--- config.mk ---
export PLATFORM = sky130hd
export DESIGN_NAME = picobus_interconnect
export DESIGN_NICKNAME = d
export VERILOG_FILES = /design/src/rtl/picobus_pkg.sv /design/src/rtl/picobus_addr_decode.sv /design/src/rtl/picobus_interconnect.sv
export SDC_FILE = /design/constraint.sdc
export NUM_CORES = 1
export LEC_CHECK = 0
export ABC_AREA = 1
export BUFFER_PORTS_ARGS = -buffer_cell sky130_fd_sc_hd__buf_2
export CAP_MARGIN = 25
export CORE_AREA = 2 2 134 136
export CTS_CLUSTER_DIAMETER = 50
export DETAILED_ROUTE_END_ITERATION = 12
export DIE_AREA = 0 0 136 138
export GPL_TIMING_DRIVEN = 0
export SLEW_MARGIN = 20
export SYNTH_ARGS = -nofsm -noshare
export SYNTH_HDL_FRONTEND = slang
export SYNTH_SLANG_ARGS = --single-unit
--- constraint.sdc ---
create_clock -name clk -period 3.7 [get_ports clk]
set_input_delay 0.74 -clock clk [delete_from_list [all_inputs] [get_ports clk]]
set_output_delay 0.74 -clock clk [all_outputs]
set_load 0.02 [all_outputs]
--- src/rtl/picobus_pkg.sv ---
// Shared types, constants and helpers for the picorv32 native-bus interconnect.
package picobus_pkg;

    // Transaction FSM states of the interconnect.
    typedef enum logic [1:0] {
        ST_IDLE   = 2'd0,
        ST_ACTIVE = 2'd1,
        ST_ERR    = 2'd2
    } state_e;

    // Read data handed back to the master when an access is terminated with an error.
    localparam logic [31:0] DEFAULT_ERR_RDATA = 32'hDEAD_BEEF;

    // Address window match: masked address equals the window base.
    function automatic logic win_hit(input logic [31:0] addr,
                                     input logic [31:0] base,
                                     input logic [31:0] mask);
        return ((addr & mask) == base);
    endfunction

endpackage

--- src/rtl/picobus_addr_decode.sv ---
// Combinational priority address decoder; the lowest matching slave index wins.
module picobus_addr_decode
    import picobus_pkg::*;
#(
    parameter int                     N_SLAVES = 4,
    parameter int                     IDX_W    = 2,
    parameter logic [N_SLAVES*32-1:0] SLV_BASE = '0,
    parameter logic [N_SLAVES*32-1:0] SLV_MASK = '0
) (
    input  logic [31:0]      mem_addr,
    output logic             hit,
    output logic [IDX_W-1:0] idx
);

    // Scan from the highest index down so a lower matching index overrides a higher one.
    always_comb begin
        hit = 1'b0;
        idx = '0;
        for (int i = N_SLAVES - 1; i >= 0; i--) begin
            if (win_hit(mem_addr, SLV_BASE[32*i +: 32], SLV_MASK[32*i +: 32])) begin
                hit = 1'b1;
                idx = IDX_W'(i);
            end else begin
            end
        end
    end

endmodule

--- src/rtl/picobus_interconnect.sv ---
// Single-master, N-slave picorv32 native-bus interconnect with latched slave
// selection, access timeout and sticky error reporting.
module picobus_interconnect
    import picobus_pkg::*;
#(
    parameter int                     N_SLAVES       = 4,
    parameter logic [N_SLAVES*32-1:0] SLV_BASE       = {32'h8000_0010, 32'h8000_0008,
                                                        32'h8000_0000, 32'h0000_0000},
    parameter logic [N_SLAVES*32-1:0] SLV_MASK       = {32'hFFFF_FFFC, 32'hFFFF_FFF8,
                                                        32'hFFFF_FFFF, 32'hFFFF_E000},
    parameter int                     TIMEOUT_CYCLES = 256,
    parameter logic [31:0]            ERR_RDATA      = DEFAULT_ERR_RDATA
) (
    input  logic                   clk,
    input  logic                   reset_n,
    input  logic                   mem_valid,
    input  logic                   mem_instr,
    input  logic [31:0]            mem_addr,
    input  logic [31:0]            mem_wdata,
    input  logic [3:0]             mem_wstrb,
    output logic                   mem_ready,
    output logic [31:0]            mem_rdata,
    output logic [N_SLAVES-1:0]    slv_sel,
    output logic [31:0]            slv_addr,
    output logic [31:0]            slv_wdata,
    output logic [3:0]             slv_wstrb,
    input  logic [N_SLAVES*32-1:0] slv_rdata,
    input  logic [N_SLAVES-1:0]    slv_ready,
    input  logic                   err_clr,
    output logic                   bus_err,
    output logic [31:0]            err_addr,
    output logic                   err_instr,
    output logic                   err_irq
);

    localparam int IDX_W = (N_SLAVES > 1) ? $clog2(N_SLAVES) : 1;
    // A zero timeout still needs a 1-bit counter to keep the vector legal.
    localparam int CNT_W = (TIMEOUT_CYCLES > 0) ? $clog2(TIMEOUT_CYCLES + 1) : 1;
    localparam logic [CNT_W-1:0] CNT_LAST = (TIMEOUT_CYCLES > 0) ?
                                            CNT_W'(TIMEOUT_CYCLES - 1) : '0;

    state_e              state_r, state_nxt_s;
    logic [IDX_W-1:0]    idx_r, idx_nxt_s;
    logic [N_SLAVES-1:0] sel_r, sel_nxt_s;
    logic [CNT_W-1:0]    cnt_r, cnt_nxt_s;
    logic                bus_err_r, err_instr_r, err_irq_r;
    logic [31:0]         err_addr_r;
    logic                dec_hit_s;
    logic [IDX_W-1:0]    dec_idx_s;
    logic                sel_ready_s;
    logic [31:0]         sel_rdata_s;
    logic                err_enter_s;

    picobus_addr_decode #(
        .N_SLAVES (N_SLAVES),
        .IDX_W    (IDX_W),
        .SLV_BASE (SLV_BASE),
        .SLV_MASK (SLV_MASK)
    ) u_decode (
        .mem_addr (mem_addr),
        .hit      (dec_hit_s),
        .idx      (dec_idx_s)
    );

    // Only the latched slave's handshake is ever looked at.
    assign sel_ready_s = slv_ready[idx_r];
    assign sel_rdata_s = slv_rdata[32*int'(idx_r) +: 32];
    assign err_enter_s = (state_nxt_s == ST_ERR);

    // Next-state logic: decode in IDLE, wait/timeout in ACTIVE, single-cycle ERR.
    always_comb begin
        state_nxt_s = state_r;
        idx_nxt_s   = idx_r;
        sel_nxt_s   = sel_r;
        cnt_nxt_s   = cnt_r;
        case (state_r)
            ST_IDLE: begin
                if (mem_valid) begin
                    if (dec_hit_s) begin
                        state_nxt_s          = ST_ACTIVE;
                        idx_nxt_s            = dec_idx_s;
                        sel_nxt_s            = '0;
                        sel_nxt_s[dec_idx_s] = 1'b1;
                        cnt_nxt_s            = '0;
                    end else begin
                        state_nxt_s = ST_ERR;
                        sel_nxt_s   = '0;
                    end
                end else begin
                    sel_nxt_s = '0;
                end
            end
            ST_ACTIVE: begin
                if (!mem_valid) begin
                    // Master abandoned the access: drop it silently.
                    state_nxt_s = ST_IDLE;
                    sel_nxt_s   = '0;
                end else if (sel_ready_s) begin
                    // Ready takes priority over a coincident timeout.
                    state_nxt_s = ST_IDLE;
                    sel_nxt_s   = '0;
                end else if ((TIMEOUT_CYCLES != 0) && (cnt_r == CNT_LAST)) begin
                    state_nxt_s = ST_ERR;
                    sel_nxt_s   = '0;
                end else begin
                    cnt_nxt_s = cnt_r + CNT_W'(1);
                end
            end
            ST_ERR: begin
                state_nxt_s = ST_IDLE;
                sel_nxt_s   = '0;
            end
            default: begin
                state_nxt_s = ST_IDLE;
                sel_nxt_s   = '0;
            end
        endcase
    end

    // Master response: live slave handshake in ACTIVE, error word in ERR, idle zero otherwise.
    always_comb begin
        mem_ready = 1'b0;
        mem_rdata = 32'h0000_0000;
        case (state_r)
            ST_ACTIVE: begin
                mem_ready = sel_ready_s & mem_valid;
                mem_rdata = sel_rdata_s;
            end
            ST_ERR: begin
                mem_ready = 1'b1;
                mem_rdata = ERR_RDATA;
            end
            default: begin
                mem_ready = 1'b0;
                mem_rdata = 32'h0000_0000;
            end
        endcase
    end

    // FSM state, latched slave index, select vector and timeout counter.
    always_ff @(posedge clk or negedge reset_n) begin
        if (!reset_n) begin
            state_r <= ST_IDLE;
            idx_r   <= '0;
            sel_r   <= '0;
            cnt_r   <= '0;
        end else begin
            state_r <= state_nxt_s;
            idx_r   <= idx_nxt_s;
            sel_r   <= sel_nxt_s;
            cnt_r   <= cnt_nxt_s;
        end
    end

    // Sticky error status; the first uncleared error's address is kept, a set beats a clear.
    always_ff @(posedge clk or negedge reset_n) begin
        if (!reset_n) begin
            bus_err_r   <= 1'b0;
            err_addr_r  <= 32'h0000_0000;
            err_instr_r <= 1'b0;
            err_irq_r   <= 1'b0;
        end else begin
            err_irq_r <= err_enter_s;
            if (err_enter_s) begin
                bus_err_r <= 1'b1;
                if (!bus_err_r || err_clr) begin
                    err_addr_r  <= mem_addr;
                    err_instr_r <= mem_instr;
                end else begin
                    err_addr_r  <= err_addr_r;
                    err_instr_r <= err_instr_r;
                end
            end else if (err_clr) begin
                bus_err_r <= 1'b0;
            end else begin
                bus_err_r <= bus_err_r;
            end
        end
    end

    assign slv_sel   = sel_r;
    assign slv_addr  = mem_addr;
    assign slv_wdata = mem_wdata;
    // Strobes only reach the bus while a slave is selected, so error writes are dropped.
    assign slv_wstrb = (|sel_r) ? mem_wstrb : 4'h0;
    assign bus_err   = bus_err_r;
    assign err_addr  = err_addr_r;
    assign err_instr = err_instr_r;
    assign err_irq   = err_irq_r;

endmodule

==> impl_metrics.tcl, run 1 <==
set metrics [dict create \
    portBuffers 312 \
    drv_cap 0 \
    clock_skew_ns 0.00758 \
    async_flop_share_pct 100 \
    worstSetupStartpointType "register" \
    fmax_mhz 307 \
    htreeDepth 2 \
    io_pins 345 \
    maxSlewViolCount 0 \
    critPathBufInv 4 \
    yosysSeqAreaShare_pct 27.3 \
    cp-end-kind "output port" \
    path_max_fanout 10 \
    period_needed_ns 3.26 \
    ys.flop_type "dfrtp_1" \
    wl_per_cell_um 14.6 \
    nNetsFinal 1197 \
    dieArea_um2 18800 \
    fp-row-count 49 \
    final_hold_viol_count 0 \
    crit_arrival_ns 2.52 \
    synthDistinctLibCells 35 \
    holdWs_ns 0.467 \
    post-route-period-util_pct 88.1 \
    worstPathCellList "inv_1, ha_1, clkbuf_1, clkbuf_1, nand2_1, a21oi_1, buf_2" \
    post_cts_buffers 0 \
    power.leakage_nw 3.63 \
    stdcell_count 1219 \
    firstDrtPassIters 4 \
    drt_iter0_drc 195 \
    drc 0 \
    routed_via_density 4.53 \
    worstMarginPinSlew_ns 0.683 \
    critical_path_class "register to output port" \
    syn_nets 878 \
    hp-class "register to register" \
    crit_family "buffers and inverters" \
    insertion_delay_ns 0.29 \
    die_h_um 138 \
    ys_ff_latch 52 \
    path_clk_slew_ns 0.06 \
    crit_slowest_cell "clkbuf_1" \
    slew-limit-headroom_pct 54.5 \
    clockBufferDepth 2 \
    crit_top_cell "clkbuf_1" \
    start_util_pct 27.2 \
    core_um2 17500 \
    ys_warn_count 0 \
    detail-route-antenna-nets 0 \
    layout_commonest_cell "buf_2" \
    grt_antenna_before_repair 2 \
    drive_above_1_share_pct 49.2 \
    hold_buffers 0 \
    irDropWorstVdd_uv 221 \
    final_util_pct 38.6 \
    setup_tns_ns 0 \
    grtUsageTotal_pct 17.8 \
    die_x_um 136 \
    syn_area_per_cell_um2 7.13 \
    syn_inst 668 \
    grt_pass1_wl_um 26900 \
    vias 5520 \
    dp.cells 1209 \
    cts_sinks 52 \
    numCtsBuffers 5 \
    synth_edf_count 0 \
    cts_tree "built" \
    cts_resized 0 \
    grt_start_max_net_pins 53 \
    routed_wl_um 17900 \
    synth_area_um2 4760 \
    worstPathRequired_ns 2.96 \
    cts-root-buf "clkbuf_16" \
    syn_to_final_growth_pct 42.0 \
    power_density_nw_per_um2 306 \
    outcome "complete, no violations" \
    max_stage_delay_ns 0.46 \
    place_congestion 0.855 \
    rsz0062_at_grt "no" \
    final_cell_mix "buf_2 (317), nor2_1 (112), nand2_1 (85)" \
    grt_overflow 0 \
    hpwl_um 14500 \
    setup_viol 0 \
    grt_pass1_vias 5197 \
]
-- stage by stage --
step,cell area (um2),power (W),worst slack [ns]
floorplan,4760,0.00129,1.27
global placement,6610,0.00161,0.752
detailed placement,6620,0.00162,0.728
CTS,6760,0.00210,0.391
global route,6770,0.00220,0.202
finish,6770,0.00207,0.439
-- kinds of logic after synthesis --
family | Yosys count | share of synthesized area, %
buffers and inverters | 133 | 16.7
AND/OR/NAND/NOR | 356 | 40.5
XOR/XNOR | 4 | 0.735
adder cells (fa/ha/maj) | 5 | 1.31
flip-flops | 52 | 27.3
AO/OA/AOI/OAI | 118 | 13.4
-- Yosys cell counts, types with 4 or more instances --
cell type	number	share of area [%]
buf_2	6	0.63
o22ai_1	24	3.2
nand2_1	85	6.7
a21oi_1	10	1.1
dfrtp_1	52	27
clkbuf_1	30	2.4
buf_1	4	0.32
nand4_1	37	4.9
or2_2	5	0.66
inv_2	5	0.39
nor2_1	112	8.8
nand2_2	34	4.5
o21ai_0	70	7.4
inv_1	21	1.7
o21ai_1	10	1.1
nand3_1	30	3.2
ha_1	5	1.3
nand2_4	32	7.6
nor2_2	9	1.2
buf_4	64	10
-- final timing paths --
kind	slack, ns	start	end	depth (start not counted)
setup reg to reg	1.26	cnt_r[0]$_DFFE_PN0P_	err_addr[10]$_DFFE_PN0P_	14
min in group asynchronous	0.48	reset_n	err_addr[16]$_DFFE_PN0P_	1
max in group asynchronous	2.75	reset_n	cnt_r[0]$_DFFE_PN0P_	1
setup / recovery	0.44	state_r[1]$_DFF_PN0_	mem_rdata[20]	7
hold / removal	0.47	err_addr[2]$_DFFE_PN0P_	err_addr[2]$_DFFE_PN0P_	2
hold reg to reg	0.47	err_addr[2]$_DFFE_PN0P_	err_addr[2]$_DFFE_PN0P_	2
-- worst register-to-register path, cell delays in order (launching register included) --
cell and delay [ns]:
dfrtp_1 0.39, ha_1 0.18, nand2_1 0.05, inv_1 0.10, nand4_1 0.13, nor2_1 0.15
ha_1 0.20, inv_1 0.05, nand4_1 0.13, a21oi_1 0.12, a21oi_4 0.28, nand3_4 0.22
buf_12 0.23, nand2_4 0.06, nand2_2 0.04
-- report_power, final --
group / internal [W] / switching [W] / leakage [nW] / total (W)
registers: 0.000659 / 0.0000885 / 0.662 / 0.000748
clock network: 0.000270 / 0.000202 / 0.0712 / 0.000472
logic: 0.000348 / 0.000504 / 2.90 / 0.000853
total: 0.00128 / 0.000795 / 3.63 / 0.00207
-- layer usage --
layer | GRT usage, % | part of all wire (%) | vias up
li1 | - | - | 2798
met1 | 21.0 | 41 | 2487
met2 | 32.8 | 51 | 218
met3 | 2.97 | 6.7 | 17
met4 | 4.77 | 1.9 | 0
met5 | 0 | 0 | -
-- area by class of cell --
| class | instances | area [um2] |
|---|---|---|
| clock buffer | 8 | 146 |
| buffer | 107 | 698 |
| multi-input combinational | 483 | 2670 |
| antenna | 2 | 5.00 |
| tap | 229 | 287 |
| sequential | 52 | 1300 |
| fill | 1918 | 10800 |
| inverter | 26 | 97.6 |
| timing repair buffer | 312 | 1560 |
-- sequential cells by signal, summed over array words and instances (netlist names) --
| name | count |
|---|---|
| bus_err | 1 |
| cnt_r | 9 |
| err_irq | 1 |
| err_instr | 1 |
| slv_sel | 4 |
| state_r | 2 |
| err_addr | 32 |
| idx_r | 2 |
(Power assumes the default switching activity.)
==> run 2: changes to the inputs <==
- RECOVER_POWER: unset -> 100
==> run 2 against run 1 <==
  * Critical path type unchanged
  * Total power decreased by 3.7%
  * Clock-buffer cell count did not move
  * First-iteration DRC count rose by 2.1%
  * Largest cell class unchanged
  * Critical endpoint unchanged
  * Wire length is 0.14% higher
==> impl_metrics.tcl, run 2 (synthesis gave the netlist of run 1 again) <==
set metrics [dict create \
    max_stage_delay_ns 0.45 \
    numCtsBuffers 5 \
    grt_antenna_before_repair 2 \
    clock_skew_ns 0.00799 \
    routed_wl_um 17900 \
    final_hold_viol_count 0 \
    outcome "complete, no violations" \
    die_h_um 138 \
    startpoint "state_r[1]$_DFF_PN0_" \
    post_cts_buffers 0 \
    start_util_pct 27.2 \
    largest_reg_flops 32 \
    nNetsFinal 1197 \
    grtUsageTotal_pct 17.8 \
    portBuffers 312 \
    drv_cap 0 \
    fmax_mhz 301 \
    detail-route-antenna-nets 0 \
    hpwl_um 14500 \
    period_needed_ns 3.32 \
    cts_sinks 52 \
    dieArea_um2 18800 \
    grt_pass1_vias 5197 \
    slew-limit-headroom_pct 11.0 \
    irDropWorstVdd_uv 213 \
    cts_tree "built" \
    path_max_fanout 10 \
    grt_overflow 0 \
    die_x_um 136 \
    crit_arrival_ns 2.58 \
    dp.cells 1209 \
    place_congestion 0.855 \
    hp-start "err_addr[2]$_DFFE_PN0P_" \
    post-route-period-util_pct 89.8 \
    worstPathRequired_ns 2.96 \
    power.leakage_nw 3.15 \
    crit_slowest_cell "clkbuf_1" \
    htreeDepth 2 \
    cp-end-kind "output port" \
    insertion_delay_ns 0.29 \
    crit_top_cell "clkbuf_1" \
    worstMarginPinSlew_ns 1.33 \
    cts-root-buf "clkbuf_16" \
    dp_slack_ns 0.728 \
    reg2reg_from "cnt_r[0]$_DFFE_PN0P_" \
    setup_viol 0 \
    vias 5511 \
    worst_slack_ns 0.378 \
    final_cell_mix "buf_2 (176), clkbuf_1 (175), nor2_1 (113)" \
    maxSlewViolCount 0 \
    drc 0 \
    power_w 0.00200 \
    worstSetupStartpointType "register" \
    stdcell_count 1219 \
    hp-class "register to register" \
    worstPathCellList "inv_1, ha_1, clkbuf_1, clkbuf_1, nand2_1, a21oi_1, clkbuf_1" \
    drt_iter0_drc 199 \
    setup_tns_ns 0 \
    drive_above_1_share_pct 32.1 \
    io_pins 345 \
    fp-row-count 49 \
    power_density_nw_per_um2 310 \
    critical_path_class "register to output port" \
    layout_commonest_cell "buf_2" \
    grt_pass1_wl_um 26900 \
    cts_resized 0 \
    routed_via_density 4.52 \
    path_clk_slew_ns 0.06 \
    fillers 2014 \
    hold_buffers 0 \
    rsz0062_at_grt "no" \
    grt_start_max_net_pins 53 \
    wl_per_cell_um 14.7 \
    clockBufferDepth 2 \
    firstDrtPassIters 5 \
    core_um2 17500 \
    syn_to_final_growth_pct 35.2 \
]
run 2: changes by cell type in the layout (fill, tap and decap cells not counted), moves of 2 or more:
cell	before	now
o21ai_0	70	77
o21ai_1	10	3
nand4_1	37	39
nand2_2	34	13
clkbuf_2	0	2
buf_12	3	0
buf_2	317	176
nand2_1	85	106
clkbuf_1	32	175
run 2: layer usage:
metal	wire [um]	vias to the layer above	GRT usage [%]	part of all wire, %
met3	1160	19	2.97	6.5
met2	9000	221	32.8	50
met4	342	0	4.77	1.9
li1	-	2789	-	-
met1	7370	2482	21.0	41
met5	0	-	0	0
run 2: area by class of cell:
type                            instances  area [um2]  area share (%)
Clock buffer                            8         146            2.27
Antenna cell                            2        5.00          0.0777
Inverter                               26        97.6            1.52
Tap cell                              229         287            4.45
Buffer                                107         651            10.1
Multi-Input combinational cell        483        2570            39.9
Timing Repair Buffer                  312        1390            21.5
Sequential cell                        52        1300            20.2
run 2: worst max-delay path: cells and delay by family (launching register included):
family	cells	cell delay, ns
AO/OA/AOI/OAI	1	0.25
adder cells (fa/ha/maj)	1	0.14
buffers and inverters	4	1.18
AND/OR/NAND/NOR	1	0.32
flip-flops	1	0.40
run 2: per-stage QoR:
stage	cell area, um2	utilization, %	hold slack (ns)
detailed placement	6620	37.7	0.453
floorplan	4760	-	0.444
CTS	6760	38.6	0.470
finish	6440	36.7	0.475
global route	6440	36.7	0.513
global placement	6610	37.7	0.453
run 2: worst paths after layout:
path                                       endpoint  slack [ns]  depth (start not counted)
max in group asynchronous      cnt_r[0]$_DFFE_PN0P_        2.15                          1
setup / recovery                      mem_rdata[20]        0.38                          7
min in group asynchronous  err_addr[16]$_DFFE_PN0P_        0.74                          1
hold reg to reg             err_addr[2]$_DFFE_PN0P_        0.48                          2
hold / removal              err_addr[2]$_DFFE_PN0P_        0.48                          2
setup reg to reg           err_addr[15]$_DFFE_PN0P_        0.52                         14
run 2: where the power goes:
part / total (W) / internal, W / leakage [nW] / switching, W
clock network: 0.000471 / 0.000270 / 0.0712 / 0.000201
logic: 0.000773 / 0.000284 / 2.41 / 0.000489
registers: 0.000751 / 0.000659 / 0.662 / 0.0000914
total: 0.00200 / 0.00121 / 3.15 / 0.000781
==> run 3: changes to the inputs <==
- SETUP_SLACK_MARGIN: unset -> 0.3
- clock period: 3.7 -> 3.6 ns (I/O delays scaled with it)
==> run 3 against run 2 <==
  * Core utilization is 0.11 points higher
  * Largest cell class unchanged
  * Largest power group unchanged
  * Sequential power is 2.8% higher
  * Critical path depth is 1 higher
  * Worst setup slack better by 0.063 ns
  * Register-to-register slack better by 0.04 ns
  * Global-route usage stayed put
  * Combinational power is 3.4% higher
  * Wire length is 0.32% higher
==> impl_metrics.tcl, run 3 (synthesis gave the netlist of run 1 again) <==
set metrics [dict create \
    fillers 2012 \
    nNetsFinal 1197 \
    fmax_mhz 317 \
    dp_slack_ns 0.648 \
    firstDrtPassIters 5 \
    worstPathCellList "inv_2, clkbuf_1, clkbuf_1, nor2_1, o22ai_1, nand3_1, nand2_1, clkbuf_1" \
    maxSlewViolCount 0 \
    hp-class "register to register" \
    post_cts_buffers 0 \
    irDropWorstVdd_uv 219 \
    place_congestion 0.855 \
    grt_overflow 0 \
    path_max_fanout 10 \
    detail-route-antenna-nets 0 \
    period_needed_ns 3.16 \
    clock_skew_ns 0.00773 \
    insertion_delay_ns 0.29 \
    critical_path_class "register to output port" \
    path_clk_slew_ns 0.06 \
    drt_iter0_drc 209 \
    rsz0062_at_grt "no" \
    crit_arrival_ns 2.44 \
    setup_tns_ns 0 \
    numCtsBuffers 5 \
    startpoint "idx_r[0]$_DFFE_PN0P_" \
    power.leakage_nw 3.16 \
    io_pins 345 \
    cts_sinks 52 \
    crit_family "buffers and inverters" \
    area.sequential_um2 1300 \
    start_util_pct 27.2 \
    worstPathRequired_ns 2.88 \
    crit_top_cell "clkbuf_1" \
    core_um2 17500 \
    routed_wl_um 17900 \
    worstMarginPinSlew_ns 1.32 \
    cp-end-kind "output port" \
    crit_slowest_cell "clkbuf_1" \
    fp-row-count 49 \
    die_h_um 138 \
    cts_tree "built" \
    grt_start_max_net_pins 53 \
    hp-start "err_addr[2]$_DFFE_PN0P_" \
    syn_to_final_growth_pct 35.6 \
    portBuffers 312 \
    critPathBufInv 4 \
    reg2reg_from "cnt_r[0]$_DFFE_PN0P_" \
    post-route-period-util_pct 87.8 \
    cts_resized 0 \
    drv_cap 0 \
    grt_antenna_before_repair 2 \
    setup_viol 0 \
    power_density_nw_per_um2 318 \
    cts-root-buf "clkbuf_16" \
    slew-limit-headroom_pct 12.0 \
    vias 5544 \
    max_stage_delay_ns 0.45 \
    wl_per_cell_um 14.7 \
    routed_via_density 4.55 \
    dieArea_um2 18800 \
    grt_pass1_vias 5197 \
    die_x_um 136 \
    worst_slack_ns 0.441 \
    final_hold_viol_count 0 \
    drive_above_1_share_pct 32.7 \
    clockBufferDepth 2 \
    hpwl_um 14500 \
    htreeDepth 2 \
    grt_pass1_wl_um 26900 \
    worstSetupStartpointType "register" \
    drc 0 \
    outcome "complete, no violations" \
    layout_commonest_cell "buf_2" \
    largest_reg_flops 32 \
    grtUsageTotal_pct 17.8 \
    final_cell_mix "buf_2 (176), clkbuf_1 (171), nor2_1 (113)" \
    hold_buffers 0 \
    multi_input_area_um2 2580 \
]
## run 3: cell counts in the layout (fill, tap and decap cells not counted)
Identical to the previous run, type by type.
## run 3: layout make-up
cell class | instances | area share [%]
buffer | 107 | 10.1
timing repair buffer | 312 | 21.5
antenna | 2 | 0.0775
tap | 229 | 4.44
clock buffer | 8 | 2.27
sequential | 52 | 20.1
inverter | 26 | 1.51
multi-input combinational | 483 | 40.0
## run 3: path summary, 6_finish.rpt
kind,end,slack (ns),cells past startpoint
min in group asynchronous,err_addr[16]$_DFFE_PN0P_,0.71,1
worst min-delay path,err_addr[2]$_DFFE_PN0P_,0.47,2
worst min register to register,err_addr[2]$_DFFE_PN0P_,0.47,2
worst max-delay path,mem_rdata[28],0.44,8
max in group asynchronous,cnt_r[0]$_DFFE_PN0P_,2.08,1
worst max register to register,err_addr[30]$_DFFE_PN0P_,0.56,14
## run 3: report_power, final
| part | switching, W | internal, W |
|---|---|---|
| Clock | 0.000206 | 0.000278 |
| Combinational | 0.000505 | 0.000294 |
| Sequential | 0.0000941 | 0.000678 |
## run 3: metrics by stage
step | utilization (%) | area (um2) | instances | total power, W | hold WS [ns]
6_report | 36.8 | 6460 | 1219 | 0.00206 | 0.473
5_1_grt | 36.8 | 6460 | 1219 | 0.00218 | 0.513
4_1_cts | 38.6 | 6760 | 1217 | 0.00216 | 0.470
3_5_place_dp | 37.7 | 6620 | 1209 | 0.00166 | 0.453
3_3_place_gp | 37.7 | 6610 | 1209 | 0.00166 | 0.453
2_1_floorplan | - | 4760 | 668 | 0.00132 | 0.424
## run 3: tightest hold or removal path: cells and delay by family (launching register included)
kind             cells  cell delay (ns)
DFF                  1             0.34
and+or+nand+nor      2             0.10
## run 3: metal layers
metal  global-route usage, %  wire [um]  share of wire [%]
met2                    32.8       9070                 51
met5                       0          0                  0
met1                    21.0       7360                 41
met4                    4.77        313                1.7
met3                    2.97       1190                6.6
